===== src/rtl/cache_fill_pkg.sv =====
// Shared types and constants for the two-port cache fill controller.
package cache_fill_pkg;

  typedef enum logic {
    IDLE = 1'b0,
    FILL = 1'b1
  } fill_state_t;

  localparam logic OWNER_I = 1'b0;
  localparam logic OWNER_D = 1'b1;

endpackage


===== src/rtl/cache_miss_latch.sv =====
// One-deep pending-miss holder for a single cache port; the captured address
// stays valid until the arbiter grants the port and pulses clear_i.
module cache_miss_latch #(
  parameter int ADDR_W = 16
) (
  input  logic              clk,
  input  logic              rst_n,
  input  logic              miss_i,
  input  logic [ADDR_W-1:0] addr_i,
  input  logic              busy_i,
  input  logic              clear_i,
  output logic              pending_o,
  output logic [ADDR_W-1:0] addr_o
);

  logic              pending_q;
  logic [ADDR_W-1:0] addr_q;

  // A busy port drops new misses, so set and clear never collide.
  always_ff @(posedge clk or negedge rst_n) begin
    if (!rst_n) begin
      pending_q <= 1'b0;
      addr_q    <= '0;
    end else if (clear_i) begin
      pending_q <= 1'b0;
    end else if (miss_i && !busy_i) begin
      pending_q <= 1'b1;
      addr_q    <= addr_i;
    end
  end

  assign pending_o = pending_q;
  assign addr_o    = addr_q;

endmodule


===== src/rtl/cache_fill_ctrl.sv =====
// Two-port (I/D) cache block fill controller with D-over-I arbitration.
// Optional CACHE_FILL_CRITICAL_WORD_FIRST_EN: fetch the missed word first, wrapping.
module cache_fill_ctrl
  import cache_fill_pkg::*;
#(
  parameter int ADDR_W      = 16,
  parameter int WORD_BYTES  = 2,
  parameter int BLOCK_WORDS = 8
) (
  input  logic                           clk,
  input  logic                           rst_n,
  input  logic                           imiss_detected,
  input  logic [ADDR_W-1:0]              imiss_address,
  input  logic                           dmiss_detected,
  input  logic [ADDR_W-1:0]              dmiss_address,
  output logic                           ifsm_busy,
  output logic                           dfsm_busy,
  output logic                           fill_owner,
  output logic                           memory_req,
  output logic [ADDR_W-1:0]              memory_address,
  input  logic                           memory_data_valid,
  output logic                           write_data_array,
  output logic [$clog2(BLOCK_WORDS)-1:0] data_word_sel,
  output logic                           write_tag_array
);

  localparam int IW = $clog2(BLOCK_WORDS);
  localparam int CW = IW + 1;
  localparam int OW = $clog2(WORD_BYTES);
  localparam logic [ADDR_W-1:0] BLK_MASK = ADDR_W'(BLOCK_WORDS * WORD_BYTES - 1);
  localparam logic [CW-1:0]     BW_C     = CW'(BLOCK_WORDS);
  localparam logic [CW-1:0]     LAST_C   = CW'(BLOCK_WORDS - 1);

  fill_state_t       state_q, state_d;
  logic              owner_q, owner_d;
  logic [ADDR_W-1:0] base_q, base_d;
  logic [IW-1:0]     start_q, start_d;
  logic [CW-1:0]     issue_cnt_q, issue_cnt_d;
  logic [CW-1:0]     recv_cnt_q, recv_cnt_d;

  logic              ipend, dpend, grant_i, grant_d;
  logic [ADDR_W-1:0] iaddr, daddr, grant_addr;
  logic [IW-1:0]     issue_idx, recv_idx;

  cache_miss_latch #(.ADDR_W(ADDR_W)) u_ilatch (
    .clk(clk), .rst_n(rst_n), .miss_i(imiss_detected), .addr_i(imiss_address),
    .busy_i(ifsm_busy), .clear_i(grant_i), .pending_o(ipend), .addr_o(iaddr)
  );

  cache_miss_latch #(.ADDR_W(ADDR_W)) u_dlatch (
    .clk(clk), .rst_n(rst_n), .miss_i(dmiss_detected), .addr_i(dmiss_address),
    .busy_i(dfsm_busy), .clear_i(grant_d), .pending_o(dpend), .addr_o(daddr)
  );

  // Word indices wrap modulo BLOCK_WORDS purely through IW-bit truncation.
  assign issue_idx = start_q + issue_cnt_q[IW-1:0];
  assign recv_idx  = start_q + recv_cnt_q[IW-1:0];

  assign ifsm_busy  = ipend | (state_q == FILL && owner_q == OWNER_I);
  assign dfsm_busy  = dpend | (state_q == FILL && owner_q == OWNER_D);
  assign fill_owner = owner_q;

  always_ff @(posedge clk or negedge rst_n) begin
    if (!rst_n) begin
      state_q     <= IDLE;
      owner_q     <= OWNER_I;
      base_q      <= '0;
      start_q     <= '0;
      issue_cnt_q <= '0;
      recv_cnt_q  <= '0;
    end else begin
      state_q     <= state_d;
      owner_q     <= owner_d;
      base_q      <= base_d;
      start_q     <= start_d;
      issue_cnt_q <= issue_cnt_d;
      recv_cnt_q  <= recv_cnt_d;
    end
  end

  always_comb begin
    state_d          = state_q;
    owner_d          = owner_q;
    base_d           = base_q;
    start_d          = start_q;
    issue_cnt_d      = issue_cnt_q;
    recv_cnt_d       = recv_cnt_q;
    grant_i          = 1'b0;
    grant_d          = 1'b0;
    grant_addr       = '0;
    memory_req       = 1'b0;
    memory_address   = '0;
    write_data_array = 1'b0;
    data_word_sel    = '0;
    write_tag_array  = 1'b0;

    case (state_q)
      IDLE: begin
        if (dpend) begin
          grant_d    = 1'b1;
          owner_d    = OWNER_D;
          grant_addr = daddr;
        end else if (ipend) begin
          grant_i    = 1'b1;
          owner_d    = OWNER_I;
          grant_addr = iaddr;
        end
        if (grant_i || grant_d) begin
          base_d      = grant_addr & ~BLK_MASK;
`ifdef CACHE_FILL_CRITICAL_WORD_FIRST_EN
          start_d     = grant_addr[OW+IW-1:OW];
`else
          start_d     = '0;
`endif
          issue_cnt_d = '0;
          recv_cnt_d  = '0;
          state_d     = FILL;
        end
      end

      FILL: begin
        memory_req     = (issue_cnt_q < BW_C);
        memory_address = base_q + (ADDR_W'(issue_idx) << OW);
        if (memory_req) begin
          issue_cnt_d = issue_cnt_q + CW'(1);
        end
        // Returns beyond what was issued are stray and must not write.
        write_data_array = memory_data_valid && (recv_cnt_q < issue_cnt_q);
        data_word_sel    = recv_idx;
        if (write_data_array) begin
          recv_cnt_d = recv_cnt_q + CW'(1);
          if (recv_cnt_q == LAST_C) begin
            write_tag_array = 1'b1;
            state_d         = IDLE;
          end
        end
      end

      default: state_d = IDLE;
    endcase
  end

endmodule

===== config.mk =====
export PLATFORM = sky130hd
export DESIGN_NAME = cache_fill_ctrl
export DESIGN_NICKNAME = d
export VERILOG_FILES = /design/src/rtl/cache_fill_pkg.sv /design/src/rtl/cache_miss_latch.sv /design/src/rtl/cache_fill_ctrl.sv
export SDC_FILE = /design/constraint.sdc
export NUM_CORES = 1
export LEC_CHECK = 0
export BUFFER_PORTS_ARGS = -buffer_cell sky130_fd_sc_hd__buf_2
export CORE_MARGIN = 2
export CORE_UTILIZATION = 56
export CTS_CLUSTER_DIAMETER = 30
export DETAILED_ROUTE_END_ITERATION = 7
export PLACE_DENSITY = 0.84
export RECOVER_POWER = 100
export SLEW_MARGIN = 20
export SYNTH_ARGS = -nofsm -noshare
export SYNTH_HDL_FRONTEND = slang
export SYNTH_SLANG_ARGS = --single-unit

===== constraint.sdc =====
create_clock -name clk -period 3.4 [get_ports clk]
set_clock_uncertainty 0.2 [all_clocks]
set_input_delay 0 -clock clk [delete_from_list [all_inputs] [get_ports clk]]
set_output_delay 0 -clock clk [all_outputs]
set_load 0.02 [all_outputs]

After elaboration in Yosys (flattened, before gate mapping)
Cells that the tools add are included.
{"block": "word_totals", "register_bits": 56, "input_bits": 37, "output_inout_bits": 25, "wordCells": 72}
{"block": "classes", "addsub": 3, "magnitude_cmp": 2, "eq_ne": 4, "muxes": 31, "n_bitwise": 6, "reduce_logical": 17}
{"cell": "$mux 16", "n": 3}
{"cell": "$mux 1", "n": 21}
{"cell": "$add 16x4->16", "n": 1}
{"cell": "$pmux 4 s2", "n": 2}
{"cell": "$mux 4", "n": 3}
{"cell": "$reduce_and 2->1", "n": 6}
{"cell": "$add 4x1->4 const B", "n": 2}
{"cell": "$reduce_bool 2->1", "n": 3}
{"cell": "$logic_and 1x1->1", "n": 5}
{"cell": "$eq 4x3->1 const B", "n": 1}
{"cell": "$lt 4x4->1", "n": 1}
{"cell": "$lt 4x4->1 const B", "n": 1}
{"cell": "$ne 2x1->1 const B", "n": 2}
{"cell": "$not 1->1", "n": 4}
{"cell": "$mux 3", "n": 1}
{"cell": "$logic_not 1->1", "n": 2}
{"cell": "$ne 2x2->1 const B", "n": 1}
{"cell": "$or 1x1->1", "n": 2}
{"cell": "$pmux 1 s2", "n": 1}
{"cell": "$logic_or 1x1->1", "n": 1}

Depth between registers and ports, before layout
Gate-level depths: netlist of run 1.
{"block": "depth", "ltp_word": 7, "depth_mapped": 6}

By module
From an unflattened synthesis of run 1, not the netlist that was laid out.
{"block": "hier_totals", "hier_cells": 219, "hier_area_um2": 2583.7}
{"mod": "cache_miss_latch", "n_inst": 2, "cells_per_inst": 38, "area_each_um2": 654.4, "seq_area_each_um2": 425.4}
{"mod": "cache_fill_ctrl", "n_inst": 1, "cells_per_inst": 143, "area_each_um2": 1275.0, "seq_area_each_um2": 550.5}

Least setup slack after synthesis of run 1
OpenSTA, ideal clock, no wires.
{"block": "synth_path", "path_kind": "flip-flop to flip-flop", "startpoint": "register owner_q (netlist: fill_owner)", "endpoint": "register u_ilatch.addr_q[10] (netlist: u_ilatch.addr_o[10])", "setup_ns": 0.125, "t_arrival_ns": 1.309, "slack_ns": 1.766, "path_stages_with_launch": 6, "synth_period_minus_slack_ns": 1.634, "cell_sequence": "dfrtp_1 -> inv_1 -> a21oi_2 -> and2_4 -> buf_12 -> mux2_4"}
{"block": "synth_via", "elab_chain_cells": 6}
{"element": "start: declaration", "line": "cache_fill_ctrl.sv:35", "source": "logic owner_q, owner_d;"}
{"element": "start signal: assignment", "line": "cache_fill_ctrl.sv:73", "source": "owner_q <= owner_d;"}
{"element": "$not 1->1", "line": "cache_fill_ctrl.sv:59", "source": "assign ifsm_busy = ipend | (state_q == FILL && owner_q == OWNER_I);"}
{"element": "$logic_and 1x1->1", "line": "cache_fill_ctrl.sv:59"}
{"element": "$or 1x1->1", "line": "cache_fill_ctrl.sv:59"}
{"element": "$logic_not 1->1", "line": "cache_miss_latch.sv:26", "source": "end else if (miss_i && !busy_i) begin"}
{"element": "$logic_and 1x1->1", "line": "cache_miss_latch.sv:26"}
{"element": "$reduce_and 2->1 (no line)"}
{"element": "end signal: assignment", "line": "cache_miss_latch.sv:28", "source": "addr_q <= addr_i;"}
{"element": "end: declaration", "line": "cache_miss_latch.sv:17", "source": "logic [ADDR_W-1:0] addr_q;"}
Every way passes these cells.
A chain may end at the register's enable or synchronous reset.

Final worst setup path of run 1
{"block": "layout_path", "startpoint": "register state_q", "endpoint": "register u_ilatch.addr_q[15] (netlist: u_ilatch.addr_o[15])"}
{"block": "layout_via", "elab_chain_cells": 5, "word_cells_on_any_way": 7}
{"element": "start: declaration", "line": "cache_fill_ctrl.sv:34", "source": "fill_state_t state_q, state_d;"}
{"element": "start signal: assignment", "line": "cache_fill_ctrl.sv:72", "source": "state_q <= state_d;"}
{"element": "$logic_and 1x1->1", "line": "cache_fill_ctrl.sv:59"}
{"element": "$or 1x1->1", "line": "cache_fill_ctrl.sv:59"}
{"element": "$logic_not 1->1", "line": "cache_miss_latch.sv:26"}
{"element": "$logic_and 1x1->1", "line": "cache_miss_latch.sv:26"}
{"element": "$reduce_and 2->1 (no line) (*)"}
Mark *: on every way between the ends. The rest lies on a longest branch, timed or not.

==> results of run 1 <==
-- cell type report --
type                            instances  share of cell area (%)
Sequential cell                        48                    42.2
Timing Repair Buffer                   79                    18.4
Clock buffer                            6                    2.90
Multi-Input combinational cell        132                    32.7
Clock inverter                          2                   0.351
Tap cell                               50                    2.20
Inverter                               10                    1.32
-- worst min-delay path by stage --
stage	cells after the start	slack, ns	to
after global placement	2	0.03	u_ilatch.addr_o[12]$_DFFE_PN0P_
after floorplan	0	-0.50	base_q[10]$_DFFE_PN0P_
after CTS	4	0.04	state_q$_DFF_PN0_
final	2	0.04	issue_cnt_q[1]$_DFFE_PN0P_
after global routing	4	0.06	state_q$_DFF_PN0_
after detailed placement	2	0.03	u_ilatch.addr_o[4]$_DFFE_PN0P_
-- metal layers --
layer	GRT usage (%)	vias up
met3	3.90	7
met5	0	-
met1	32.4	832
met4	8.33	0
met2	36.9	39
li1	-	842
-- per-stage QoR --
step	hold slack, ns	total power, mW	util [%]	setup WS [ns]	cells
final	0.0375	0.975	70.7	0.959	327
after global routing	0.0636	1.00	70.7	0.737	327
after CTS	0.0361	0.978	73.0	1.30	327
after detailed placement	0.0350	0.611	64.0	1.32	292
after global placement	0.0301	0.611	64.0	1.33	292
after floorplan	-0.496	0.585	-	1.77	201
-- Yosys cell counts (2+ instances only) --
cell type and instances:
sky130_fd_sc_hd__buf_4 3, sky130_fd_sc_hd__nand2_1 14, sky130_fd_sc_hd__nor2b_1 2, sky130_fd_sc_hd__nand2_2 2, sky130_fd_sc_hd__nand3_1 3, sky130_fd_sc_hd__a21oi_2 2, sky130_fd_sc_hd__dfrtp_1 48, sky130_fd_sc_hd__nor2_1 2
sky130_fd_sc_hd__ha_1 5, sky130_fd_sc_hd__buf_2 4, sky130_fd_sc_hd__inv_1 9, sky130_fd_sc_hd__and2_1 19, sky130_fd_sc_hd__o21ai_1 9, sky130_fd_sc_hd__o21ai_0 7, sky130_fd_sc_hd__mux2_4 18, sky130_fd_sc_hd__mux2_2 6
sky130_fd_sc_hd__a22oi_1 11, sky130_fd_sc_hd__buf_6 2, sky130_fd_sc_hd__a21oi_1 13, sky130_fd_sc_hd__xnor2_1 2, sky130_fd_sc_hd__mux2i_1 4
-- kinds of logic (layout without fill, tap and decap cells) --
family / after synthesis / after routing / share of synthesized area [%]
mux: 28 / 28 / 16.1
simple gates: 48 / 48 / 11.0
compound gates: 47 / 47 / 12.3
fa+ha+maj: 5 / 5 / 2.67
xor+xnor: 3 / 3 / 1.12
buf+inv: 21 / 97 / 5.39
flops: 48 / 48 / 51.2
other cells: 1 / 1 / 0.160
-- repair_timing --
| action | in CTS | in global routing |
|---|---|---|
| hold endpoints to repair | 74 | 0 |
| endpoints found under the setup margin | 0 | 0 |
| hold buffers | 27 | 0 |
-- sequential cells by signal (all words and copies together), names as in the netlist --
register and cells:
recv_cnt_q 4, issue_cnt_q 4, u_ilatch.pending_o 1, state_q 1, base_q 12, fill_owner 1, u_dlatch.addr_o 12, u_ilatch.addr_o 12
u_dlatch.pending_o 1
-- power by group through the flow --
stage	logic [mW]	registers [mW]	clock network [mW]
6_report	0.0524	0.570	0.352
5_1_grt	0.0585	0.570	0.376
4_1_cts	0.0532	0.570	0.354
3_5_place_dp	0.0295	0.582	0
3_3_place_gp	0.0293	0.582	0
2_1_floorplan	0.00288	0.582	0
-- placed cells by master, fill, tap and decap left out --
| cell | instances |
|---|---|
| sky130_fd_sc_hd__clkinv_2 | 2 |
| sky130_fd_sc_hd__inv_1 | 10 |
| sky130_fd_sc_hd__nor3_1 | 1 |
| sky130_fd_sc_hd__mux2_2 | 6 |
| sky130_fd_sc_hd__and2_1 | 5 |
| sky130_fd_sc_hd__nor2_1 | 2 |
| sky130_fd_sc_hd__clkbuf_8 | 6 |
| sky130_fd_sc_hd__and3_1 | 1 |
| sky130_fd_sc_hd__nor3b_1 | 1 |
| sky130_fd_sc_hd__buf_2 | 44 |
| sky130_fd_sc_hd__and2_0 | 15 |
| sky130_fd_sc_hd__nand2b_1 | 1 |
| sky130_fd_sc_hd__clkbuf_1 | 7 |
| sky130_fd_sc_hd__dlygate4sd3_1 | 27 |
| sky130_fd_sc_hd__xor2_1 | 1 |
| sky130_fd_sc_hd__a31oi_1 | 1 |
| sky130_fd_sc_hd__mux2i_1 | 4 |
| sky130_fd_sc_hd__conb_1 | 1 |
| sky130_fd_sc_hd__o211a_1 | 1 |
| sky130_fd_sc_hd__ha_1 | 5 |
| sky130_fd_sc_hd__dfrtp_1 | 48 |
| sky130_fd_sc_hd__o21bai_1 | 2 |
| sky130_fd_sc_hd__nor2_2 | 1 |
| sky130_fd_sc_hd__a22oi_1 | 11 |
| sky130_fd_sc_hd__mux2_1 | 18 |
| sky130_fd_sc_hd__nand2_1 | 16 |
| sky130_fd_sc_hd__xnor2_1 | 2 |
| sky130_fd_sc_hd__nand3_1 | 3 |
| sky130_fd_sc_hd__nor2b_1 | 2 |
| sky130_fd_sc_hd__o21ai_0 | 16 |
| sky130_fd_sc_hd__buf_4 | 1 |
| sky130_fd_sc_hd__o211ai_1 | 1 |
| sky130_fd_sc_hd__a21oi_1 | 15 |
==> results.tsv, run 1 <==
stage	metric	value	unit
final_layout	area_used_by_multi_input_combinational_logic	931	um^2
global_route	maximum_number_of_pins_on_one_net_before_global_route_repair	49	
final_layout	layout.nets	318	
outcome	outcome	finished clean	
worst_setup_path	r2r_slack	0.96	ns
power	net-switching-power	210	uW
final_layout	antenna_cells	0	
timing	maxClockFrequency	410	MHz
die	floorplan.initialDensity	58.2	%
routing	drt_pre_antenna_iters	4	
power	seq_power_share	58.5	%
routing	post-route-drc-count	0	
clocking	max-clock-path-buffers	2	
timing	timing.final.crit_share	71.8	%
worst_setup_path	setup.worst_path.start	state_q$_DFF_PN0_	
synthesis	ys_warn_count	0	
synthesis	synth_top_cell_by_area	sky130_fd_sc_hd__dfrtp_1	
worst_setup_path	crit_end	u_ilatch.addr_o[15]$_DFFE_PN0P_	
routing	wl_met1	2.29	mm
clocking	worstSkewPairLatency	0.30	ns
routing	route.met3.wl	187	um
worst_setup_path	reg2reg_start	state_q$_DFF_PN0_	
power	power.internal	765	uW
placed_design	gp_congestion	0.801	
die	ios	62	
placed_design	hpwl	3.28	mm
worst_setup_path	worstSetupPathType	reg2reg	
die	area_enclosed_by_the_die_boundary	0.00472	mm^2
final_layout	seqCellArea	0.00120	mm^2
die	floorplan.die.width	68.7	um
routing	wl_per_cell	15.2	um
synthesis	synthesis_stage_register_bit_count	48	
clocking	cts_resized	0	
synthesis	post_synthesis_cells	201	
routing	highest-signal-layer	met4	
worst_setup_path	r2r-end	u_ilatch.addr_o[15]$_DFFE_PN0P_	
synthesis	post-synth-top-area-fraction	51.2	%
final_layout	final_layout_size_suffix_gt1_share	21.7	%
die	die_height	68.7	um
die	core-area	0.00403	mm^2
global_route	via_count_of_the_first_global_routing_pass	1674	
routing	route.final.wire_length	4.96	mm
worst_setup_path	worstRegToRegCells	3	
routing	routed-via-count	1720	
power	power.density	342	mW/mm^2
synthesis	synth_edf_count	0	
global_route	grtUsageTotal	23.3	%
clocking	clk_transition_reported_paths	0.08	ns
final_layout	final.fill_count	338	
power	pwr-share-comb	5.4	%
routing	wl_met2	2.39	mm
timing	rsz0062_at_grt	no	
global_route	globalRoute.totalOverflow	0	
power	sw_frac_of_total	21.5	%
power	leakage	1.47	nW
synthesis	synth.top_cells.by_area	sky130_fd_sc_hd__dfrtp_1 (51%), sky130_fd_sc_hd__mux2_4 (12%), sky130_fd_sc_hd__and2_1 (5.1%)	
clocking	count_of_h_tree_levels_built_during_cts	2	
clocking	cts.repair_timing.setup_buffer_count	0	
timing	finalWorstPathRequiredPeriod	2.44	ns
timing	slew-limit-headroom	39.8	%
timing	final_hold_viol_count	0	
worst_setup_path	critical_path.top_delay_family	flip-flops	
synthesis	synthFlopType	sky130_fd_sc_hd__dfrtp_1	
synthesis	synth_area	0.00234	mm^2
synthesis	avgSynthCellArea	11.7	um^2
timing	setup_tns_final	0	ns
timing	final-max-slew-violation-count	0	
worst_setup_path	worst-path-stages	3	
synthesis	post_synth_num_cell_types	37	
placed_design	detailed_place.area	0.00258	mm^2
die	num_rows	23	
synthesis	seq_area_frac_synth	51.2	%
clocking	cts_tree	built	
worst_setup_path	critical_path.max_fanout	30	
global_route	grt_antenna_before_repair	0	
routing	ant_nets	0	
power	power.ir.vdd_worst	185	uV
routing	viasPerCell	5.26	
worst_setup_path	timing.critical_path.cells	a21oi_1, and2_0, mux2_2	
synthesis	synth_fp_nets	243	
worst_setup_path	timing.critical_path.buf_inv	0	
timing	max_slew.worst_pin.slew	0.900	ns
worst_setup_path	timing.critical_path.slowest_cell_delay	0.70	ns
run	cap_viol_max_count	0	
worst_setup_path	critPathCaptureType	register	
clocking	ctsRootBufferMaster	sky130_fd_sc_hd__clkbuf_8	
placed_design	buffers_on_ports	52	
clocking	numCtsBuffers	5	
global_route	grt_pass1_wl	8.11	mm
worst_setup_path	cp_slowest_cell	sky130_fd_sc_hd__dfrtp_1	
worst_setup_path	required	3.39	ns
worst_setup_path	crit_path_start_kind	register	
power	clock_power_share	36.1	%
timing	setup_viol	0	
clocking	cts.sink_count	48	
worst_hold_path	hp-class	in2async	
final_layout	area.growth.synth_to_final	21.5	%
synthesis	async_reset_ff_share	100	%
worst_setup_path	cp_data_arrival_time	2.43	ns
routing	detailedRoute.firstIterationViolations	138	
final_layout	postLayoutCellArea	0.00285	mm^2
No activity file was read; power rests on OpenSTA's default activity.
==> run 2: changes to the inputs <==
CORE_UTILIZATION = 52   (was 56)
PLACE_DENSITY = 0.79   (was 0.84)
clock period = 2.4 ns   (was 3.4 ns; I/O delays follow)
==> run 2 against run 1 <==
Net effect:
- clock power is 64% higher
- flip-flop and latch count unchanged
- sequential share of layout area shrank 0.62 points
- non-clock buffer count rose by 4
- setup slack worse by 0.67 ns
- critical path depth grew 3
- via count rose by 0.76%
- worst hold slack improved by 0.018 ns
==> results.tsv, run 2 (synthesized netlist as in run 1, its figures left out) <==
stage	metric	value	unit
timing	timing.final.crit_share	88.0	%
timing	slew-limit-headroom	38.1	%
global_route	grt_antenna_before_repair	0	
clocking	numCtsBuffers	5	
die	num_rows	24	
worst_setup_path	critPathCaptureType	output pin	
timing	rsz0062_at_grt	no	
routing	viasPerCell	5.20	
routing	route.final.wire_length	4.89	mm
clocking	ctsRootBufferMaster	sky130_fd_sc_hd__clkbuf_8	
worst_setup_path	worstSetupPathType	reg2out	
placed_design	place.detailed.instances	297	
global_route	grtUsageTotal	21.1	%
worst_setup_path	timing.critical_path.slowest_cell_delay	0.45	ns
final_layout	highest_count_cells_in_the_layout_ignoring_fill_and_taps	sky130_fd_sc_hd__dfrtp_1 (48), sky130_fd_sc_hd__buf_2 (43), sky130_fd_sc_hd__dlygate4sd3_1 (28)	
clocking	max-clock-path-buffers	2	
clocking	cts_resized	0	
clocking	cts.repair_timing.setup_buffer_count	0	
routing	detailedRoute.firstIterationViolations	123	
global_route	grt_pass1_wl	8.20	mm
worst_setup_path	required	2.20	ns
timing	setup_viol	0	
clocking	clk_transition_reported_paths	0.09	ns
final_layout	final_common_cell	sky130_fd_sc_hd__dfrtp_1	
worst_setup_path	crit_path_start_kind	register	
outcome	outcome	finished clean	
worst_hold_path	hp-class	in2reg	
routing	post-route-drc-count	0	
die	floorplan.initialDensity	53.9	%
worst_setup_path	cp_slowest_cell	sky130_fd_sc_hd__dfrtp_1	
power	power.density	506	mW/mm^2
die	floorplan.die.width	71.2	um
clocking	cts.sink_count	48	
worst_setup_path	timing.critical_path.cells	ha_1, o211ai_1, o211a_1, nand2_1, inv_1, buf_2	
die	die_height	71.2	um
final_layout	area.growth.synth_to_final	23.3	%
global_route	maximum_number_of_pins_on_one_net_before_global_route_repair	34	
global_route	via_count_of_the_first_global_routing_pass	1724	
placed_design	buffers_on_ports	52	
timing	finalWorstPathRequiredPeriod	2.11	ns
worst_setup_path	critical_path.max_fanout	5	
final_layout	final_layout_size_suffix_gt1_share	21.7	%
timing	max_slew.worst_pin.slew	0.927	ns
timing	final_hold_viol_count	0	
final_layout	postLayoutCellArea	0.00289	mm^2
placed_design	hpwl	3.37	mm
die	ios	62	
clocking	cts_tree	built	
power	power.ir.vdd_worst	314	uV
die	core-area	0.00435	mm^2
timing	final-max-slew-violation-count	0	
clocking	count_of_h_tree_levels_built_during_cts	2	
clocking	worstSkewPairLatency	0.30	ns
routing	ant_nets	0	
final_layout	finished_layout_cells	333	
global_route	globalRoute.totalOverflow	0	
routing	wl_per_cell	14.7	um
placed_design	detailed_place.area	0.00260	mm^2
run	cap_viol_max_count	0	
routing	routed-via-count	1733	
final_layout	layout.nets	322	
die	area_enclosed_by_the_die_boundary	0.00506	mm^2
placed_design	gp_congestion	0.823	
timing	setup_tns_final	0	ns
worst_setup_path	cp_data_arrival_time	1.91	ns
final_layout	antenna_cells	0	
power	leakage	1.48	nW
routing	drt_pre_antenna_iters	4	
timing	maxClockFrequency	473	MHz
==> run 2: final timing paths <==
kind	cells past startpoint	start	slack (ns)	to
min in group asynchronous	3	rst_n	0.28	u_ilatch.addr_o[7]$_DFFE_PN0P_
max in group asynchronous	3	rst_n	0.86	u_dlatch.addr_o[4]$_DFFE_PN0P_
hold / removal	4	memory_data_valid	0.06	state_q$_DFF_PN0_
setup reg to reg	4	u_ilatch.pending_o$_DFFE_PN0P_	0.43	base_q[11]$_DFFE_PN0P_
setup / recovery	6	recv_cnt_q[3]$_DFFE_PN0P_	0.29	write_data_array
hold reg to reg	1	issue_cnt_q[3]$_DFFE_PN0P_	0.29	issue_cnt_q[3]$_DFFE_PN0P_
==> run 2: final cells by class <==
cell class	instances	area, um^2
sequential	48	1200
tap	52	65.1
clock buffer	5	68.8
multi-input combinational	132	931
fill	360	1460
inverter	10	37.5
clock inverter	3	42.5
timing repair buffer	83	546
==> run 2: report_power, final <==
group	leakage, nW	total (mW)	switching (mW)	internal [mW]
logic	0.796	0.0765	0.0301	0.0465
registers	0.629	0.808	0	0.808
clock network	0.0541	0.579	0.271	0.308
==> run 2: what timing repair did <==
action                     4_1_cts  5_1_grt
setup endpoints to repair        0        0
hold buffers                    28        0
hold endpoints to repair        74        0
==> run 2: worst max-delay path: cells and delay by family (launching register included) <==
kind | cells | cell delay, ns
simple gates | 1 | 0.24
compound gates | 2 | 0.38
fa+ha+maj | 1 | 0.33
flops | 1 | 0.45
buf+inv | 2 | 0.22
==> run 2: stage by stage <==
step	total power [mW]	utilization [%]	hold WS (ns)	setup slack, ns
after floorplan	0.828	-	-0.496	0.766
after global placement	0.867	59.8	-0.268	0.645
after detailed placement	0.867	59.8	-0.274	0.611
after CTS	1.48	68.8	0.0583	0.351
after global routing	1.52	66.4	0.0574	0.193
final	1.46	66.4	0.0557	0.288
==> run 2: metal layers <==
| metal | track usage [%] | up-vias | wire, um |
|---|---|---|---|
| li1 | - | 856 | - |
| met1 | 28.6 | 828 | 2200 |
| met2 | 32.3 | 37 | 2380 |
| met3 | 4.70 | 12 | 178 |
| met4 | 10.3 | 0 | 123 |
| met5 | 0 | - | 0 |
